==> src/rtl/amplitude_controller.sv <==
// rtl/amplitude_controller.sv - 2-bit amplitude select: debounced manual stepping plus triangle sweep
//
// Ports:
//   clk          system clock, rising edge
//   rst          asynchronous active-low reset
//   btn_up       raw up button, asynchronous, active-high
//   btn_down     raw down button, asynchronous, active-high
//   sweep_en     1 = sweep mode, 0 = manual mode (synchronous level)
//   sample_tick  one-cycle strobe that paces the sweep
//   amp_sel      registered amplitude select
//   amp_changed  one-cycle pulse after amp_sel takes a new value
//   sweep_dir    registered sweep direction, 1 while sweeping down

module amplitude_controller #(
    parameter int DEBOUNCE_CYCLES = 50000,
    parameter int SWEEP_TICKS     = 1024
) (
    input  logic       clk,
    input  logic       rst,
    input  logic       btn_up,
    input  logic       btn_down,
    input  logic       sweep_en,
    input  logic       sample_tick,
    output logic [1:0] amp_sel,
    output logic       amp_changed,
    output logic       sweep_dir
);

    localparam int DCW = (DEBOUNCE_CYCLES > 1) ? $clog2(DEBOUNCE_CYCLES) : 1;
    localparam int TCW = (SWEEP_TICKS > 1) ? $clog2(SWEEP_TICKS) : 1;
    localparam logic [DCW-1:0] DB_LAST   = DCW'(DEBOUNCE_CYCLES - 1);
    localparam logic [TCW-1:0] TICK_LAST = TCW'(SWEEP_TICKS - 1);

    typedef enum logic [1:0] {
        MANUAL     = 2'd0,
        SWEEP_UP   = 2'd1,
        SWEEP_DOWN = 2'd2
    } state_t;

    // Button front end; bit 0 = up, bit 1 = down.
    logic [1:0]     btn_raw;
    logic [1:0]     sync_q1;
    logic [1:0]     sync_q2;
    logic [1:0]     btn_acc;
    logic [1:0]     btn_evt;
    logic [1:0]     db_done;
    logic [DCW-1:0] db_cnt [2];

    assign btn_raw = {btn_down, btn_up};

    // A debouncer completes when its count has reached the last value while
    // the synchronized level still disagrees with the accepted one.
    always_comb begin
        db_done = 2'b00;
        for (int i = 0; i < 2; i++) begin
            db_done[i] = (sync_q2[i] != btn_acc[i]) && (db_cnt[i] == DB_LAST);
        end
    end

    always_ff @(posedge clk or negedge rst) begin
        if (!rst) begin
            sync_q1 <= 2'b00;
            sync_q2 <= 2'b00;
            btn_acc <= 2'b00;
            btn_evt <= 2'b00;
            for (int i = 0; i < 2; i++) begin
                db_cnt[i] <= '0;
            end
        end else begin
            sync_q1 <= btn_raw;
            sync_q2 <= sync_q1;
            // Only a 0->1 flip of the accepted level is a step event.
            btn_evt <= db_done & sync_q2;
            for (int i = 0; i < 2; i++) begin
                if (sync_q2[i] == btn_acc[i]) begin
                    db_cnt[i] <= '0;
                end else if (db_done[i]) begin
                    btn_acc[i] <= sync_q2[i];
                    db_cnt[i]  <= '0;
                end else begin
                    db_cnt[i] <= db_cnt[i] + DCW'(1);
                end
            end
        end
    end

    logic up_evt;
    logic down_evt;

    assign up_evt   = btn_evt[0];
    assign down_evt = btn_evt[1];

    // Mode FSM and amplitude register.
    state_t         state;
    state_t         state_next;
    logic [1:0]     amp_next;
    logic [TCW-1:0] tick_cnt;
    logic [TCW-1:0] tick_next;

    always_comb begin
        state_next = state;
        amp_next   = amp_sel;
        tick_next  = tick_cnt;
        case (state)
            MANUAL: begin
                if (sweep_en) begin
                    state_next = (amp_sel == 2'd3) ? SWEEP_DOWN : SWEEP_UP;
                    tick_next  = '0;
                end else if (up_evt && !down_evt && amp_sel != 2'd3) begin
                    amp_next = amp_sel + 2'd1;
                end else if (down_evt && !up_evt && amp_sel != 2'd0) begin
                    amp_next = amp_sel - 2'd1;
                end
            end
            SWEEP_UP, SWEEP_DOWN: begin
                if (!sweep_en) begin
                    // Leaving sweep discards any tick arriving in this cycle.
                    state_next = MANUAL;
                    tick_next  = '0;
                end else if (sample_tick) begin
                    if (tick_cnt == TICK_LAST) begin
                        tick_next = '0;
                        if (state == SWEEP_UP) begin
                            amp_next = (amp_sel == 2'd3) ? amp_sel : amp_sel + 2'd1;
                            if (amp_sel >= 2'd2) begin
                                state_next = SWEEP_DOWN;
                            end
                        end else begin
                            amp_next = (amp_sel == 2'd0) ? amp_sel : amp_sel - 2'd1;
                            if (amp_sel <= 2'd1) begin
                                state_next = SWEEP_UP;
                            end
                        end
                    end else begin
                        tick_next = tick_cnt + TCW'(1);
                    end
                end
            end
            default: begin
                state_next = MANUAL;
                tick_next  = '0;
            end
        endcase
    end

    always_ff @(posedge clk or negedge rst) begin
        if (!rst) begin
            state       <= MANUAL;
            amp_sel     <= 2'd0;
            tick_cnt    <= '0;
            amp_changed <= 1'b0;
            sweep_dir   <= 1'b0;
        end else begin
            state       <= state_next;
            amp_sel     <= amp_next;
            tick_cnt    <= tick_next;
            amp_changed <= (amp_next != amp_sel);
            sweep_dir   <= (state_next == SWEEP_DOWN);
        end
    end

endmodule

==> config.mk <==
export PLATFORM = sky130hd
export DESIGN_NAME = amplitude_controller
export DESIGN_NICKNAME = d
export VERILOG_FILES = /design/src/rtl/amplitude_controller.sv
export SDC_FILE = /design/constraint.sdc
export NUM_CORES = 1
export LEC_CHECK = 0
export CAP_MARGIN = 5
export CORE_ASPECT_RATIO = 1.1
export CORE_MARGIN = 1.5
export CORE_UTILIZATION = 40
export CTS_CLUSTER_DIAMETER = 60
export DETAILED_ROUTE_END_ITERATION = 8
export PLACE_DENSITY = 0.59
export RECOVER_POWER = 50
export SYNTH_ARGS = -nofsm -noshare
export SYNTH_HDL_FRONTEND = slang
export SYNTH_SLANG_ARGS = --single-unit
export TNS_END_PERCENT = 20
==> constraint.sdc <==
create_clock -name clk -period 3.22 [get_ports clk]
set_clock_uncertainty 0.2 [all_clocks]
set_input_delay 0.644 -clock clk [delete_from_list [all_inputs] [get_ports clk]]
set_output_delay 0.644 -clock clk [all_outputs]
set_load 0.01 [all_outputs]
==> impl_metrics.json <==
{
  "clockRootBuffer": "clkbuf_8",
  "use_met2_pct": 25.1,
  "cp_cell_sequence": "inv_1 > ha_1 > or3b_1 > a21o_1 > a221oi_2 > a211oi_1 > or4_1",
  "synth_top_area_share_pct": 47.0,
  "die_h_um": 93.6,
  "clkTransAtPathRegs_ns": 0.10,
  "leakage_nw": 1.42,
  "ir_drop_mv": 0.248,
  "core_region_area_sq_um": 7130,
  "wl_per_cell_um": 13.4,
  "clockBufferDepth": 2,
  "synth_async_sr_flop_share_pct": 100,
  "synth_top_cell_by_area": "dfrtp_1",
  "synthDistinctLibCells": 45,
  "ys_seq_area_share_pct": 47.0,
  "status": "finished with violations",
  "synth-main-ff-cell": "dfrtp_1",
  "drtPass1Iterations": 6,
  "rsz0062_at_grt": "no",
  "antenna_found_initial": 0,
  "tns_ns": 0,
  "clock_latency_ns": 0.30,
  "drt_iter0_markers": 115,
  "busiest_layer": "met2",
  "fin_ws_ns": 0.474,
  "layout-drive-gt1-share_pct": 6.33,
  "drtAntennaViolNets": 0,
  "cts_tree": "yes",
  "hold_class": "flip-flop to flip-flop",
  "ys_ff_latch": 56,
  "final_util_pct": 45.9,
  "arrival_ns": 2.72,
  "grt_overflow_total": 0,
  "hold_violations": 0,
  "crit_path_end_kind": "flip-flop",
  "fin_nets": 334,
  "place_inst": 394,
  "initial_utilization_pct": 41.9,
  "vias": 2186,
  "die_x_um": 85.4,
  "max_freq_mhz": 364,
  "totalWireLength_mm": 5.39,
  "avgViaCountPerCell": 5.45,
  "syn-cell-area_sq_um": 2980,
  "max-slew-margin-rel_pct": 6.91,
  "slowest_stage": "dfrtp_1",
  "maxCapViolations": 0,
  "cts.sinks": 56,
  "ys_top_cells_by_count": "dfrtp_1 (56), nor2_1 (55), xnor2_1 (19)",
  "cts_buffers": 5,
  "post_cts_buffers": 0,
  "rows": 32,
  "crit_type": "flip-flop to flip-flop",
  "cts.repair.resized": 0,
  "gp_congestion": 0.851,
  "n_antenna_cell": 0,
  "first_global_vias": 2153,
  "finalMaxSlewViolations": 0,
  "syn_avg_cell_area_sq_um": 9.69,
  "die_area_sq_um": 7990,
  "place_worst_setup_slack_ns": 0.345,
  "ios": 10,
  "yosysMostFrequentCell": "dfrtp_1",
  "grt_usage_pct": 15.1,
  "cp_slowest_stage_delay_ns": 0.51,
  "setup_viol": 0,
  "cp_max_fo": 8,
  "grt_pass1_wl_mm": 9.72,
  "failed_checks": "design-rule violations",
  "worst_slew_pin_slew_ns": 1.40,
  "synthToLayoutAreaGrowth_pct": 9.73,
  "yosys_warnings": 0,
  "fin_cells": 401,
  "critPathLaunchType": "flip-flop",
  "met3_usage_pct": 2.82,
  "hpwlAfterDp_mm": 3.82,
  "synth_nets": 326,
  "period_needed_ns": 2.75,
  "grt_max_degree": 26,
  "hold_buffers": 0,
  "powerDensity_nw_per_um2": 518,
  "syn_inst": 308,
  "post-route-period-util_pct": 85.3,
  "io_buffers": 9,
  "grt_use_met1_pct": 19.8,
  "h-tree-depth": 2,
  "synth_area_leaders": "dfrtp_1 (47%), nor2_1 (6.9%), xnor2_1 (5.6%)",
  "cp_data_required_time_ns": 3.20,
  "drc": 2,
  "synth-edff-count": 0
}
==> metrics by stage <==
stage | total power, W | area, sq um | hold WS, ns
CTS | 0.00172 | 3280 | 0.143
global placement | 0.00118 | 3150 | 0.134
floorplan | 0.00106 | 2980 | 0.131
detailed placement | 0.00118 | 3150 | 0.136
finish | 0.00169 | 3270 | 0.157
global route | 0.00181 | 3270 | 0.161
==> kinds of logic after synthesis <==
| logic type | Yosys count | synth area share (%) |
|---|---|---|
| compound gates | 40 | 9.48 |
| xor+xnor | 30 | 8.80 |
| fa+ha+maj | 12 | 5.03 |
| buf+inv | 24 | 3.10 |
| flops | 56 | 47.0 |
| mux | 8 | 3.10 |
| simple gates | 138 | 23.5 |
==> registers in the layout, summed over array words and instances, names as in the netlist <==
signal       count
tick_cnt        10
amp_changed      1
sync_q1          2
state            2
amp_sel          2
sweep_dir        1
btn_acc          2
db_cnt          32
btn_evt          2
sync_q2          2
==> critical path, delay by kind of cell (launching register included) <==
kind	cells	cell delay (ns)
simple gates	2	0.83
fa+ha+maj	1	0.22
compound gates	3	0.65
flops	1	0.51
buf+inv	1	0.21
==> cell type report <==
cell class / instances / area (sq um)
clock buffers: 5 / 68.8
clock inverters: 2 / 60.1
fillers: 698 / 3850
inverters: 13 / 48.8
multi-input cells: 228 / 1490
flip-flops and latches: 56 / 1400
well taps: 85 / 106
repair buffers: 12 / 98.8
==> routing by layer <==
| layer | share of wire [%] | wire length, um |
|---|---|---|
| met1 | 49 | 2630 |
| met4 | 0.78 | 42 |
| met3 | 2.6 | 141 |
| met2 | 48 | 2580 |
| met5 | 0 | 0 |
==> path summary, 6_finish.rpt <==
path	from	slack, ns	endpoint	cells after the start
worst max-delay path	amp_sel[1]	0.47	amp_changed	7
worst min register to register	sync_q1[1]	0.16	sync_q2[1]	0
worst max register to register	amp_sel[1]	0.47	amp_changed	7
worst min-delay path	sync_q1[1]	0.16	sync_q2[1]	0
min in group asynchronous	rst	0.44	sweep_dir	1
max in group asynchronous	rst	0.95	db_cnt[28]	2
==> placed cells by master, fill, tap and decap left out, types with 3 or more instances in the layout <==
| cell type | n |
|---|---|
| inv_1 | 13 |
| and3_1 | 8 |
| a21oi_1 | 5 |
| clkbuf_1 | 3 |
| xor2_1 | 11 |
| or2_2 | 3 |
| ha_1 | 12 |
| and2_1 | 5 |
| nand4_1 | 6 |
| and4_1 | 7 |
| nor3_1 | 4 |
| nor2_1 | 55 |
| dfrtp_1 | 56 |
| nand2_1 | 18 |
| nand3_1 | 17 |
| clkbuf_8 | 5 |
| o31ai_1 | 6 |
| mux2i_1 | 4 |
| o21ai_0 | 14 |
| clkdlybuf4s50_1 | 6 |
| xnor2_1 | 19 |
==> power by group <==
| group | total, W | internal, W | leakage (nW) | switching, W |
|---|---|---|---|---|
| combinational | 0.000383 | 0.000161 | 0.590 | 0.000222 |
| sequential | 0.000782 | 0.000742 | 0.763 | 0.0000401 |
| clock | 0.000529 | 0.000306 | 0.0642 | 0.000223 |
| total | 0.00169 | 0.00121 | 1.42 | 0.000485 |
No activity file was read; power rests on OpenSTA's default activity.
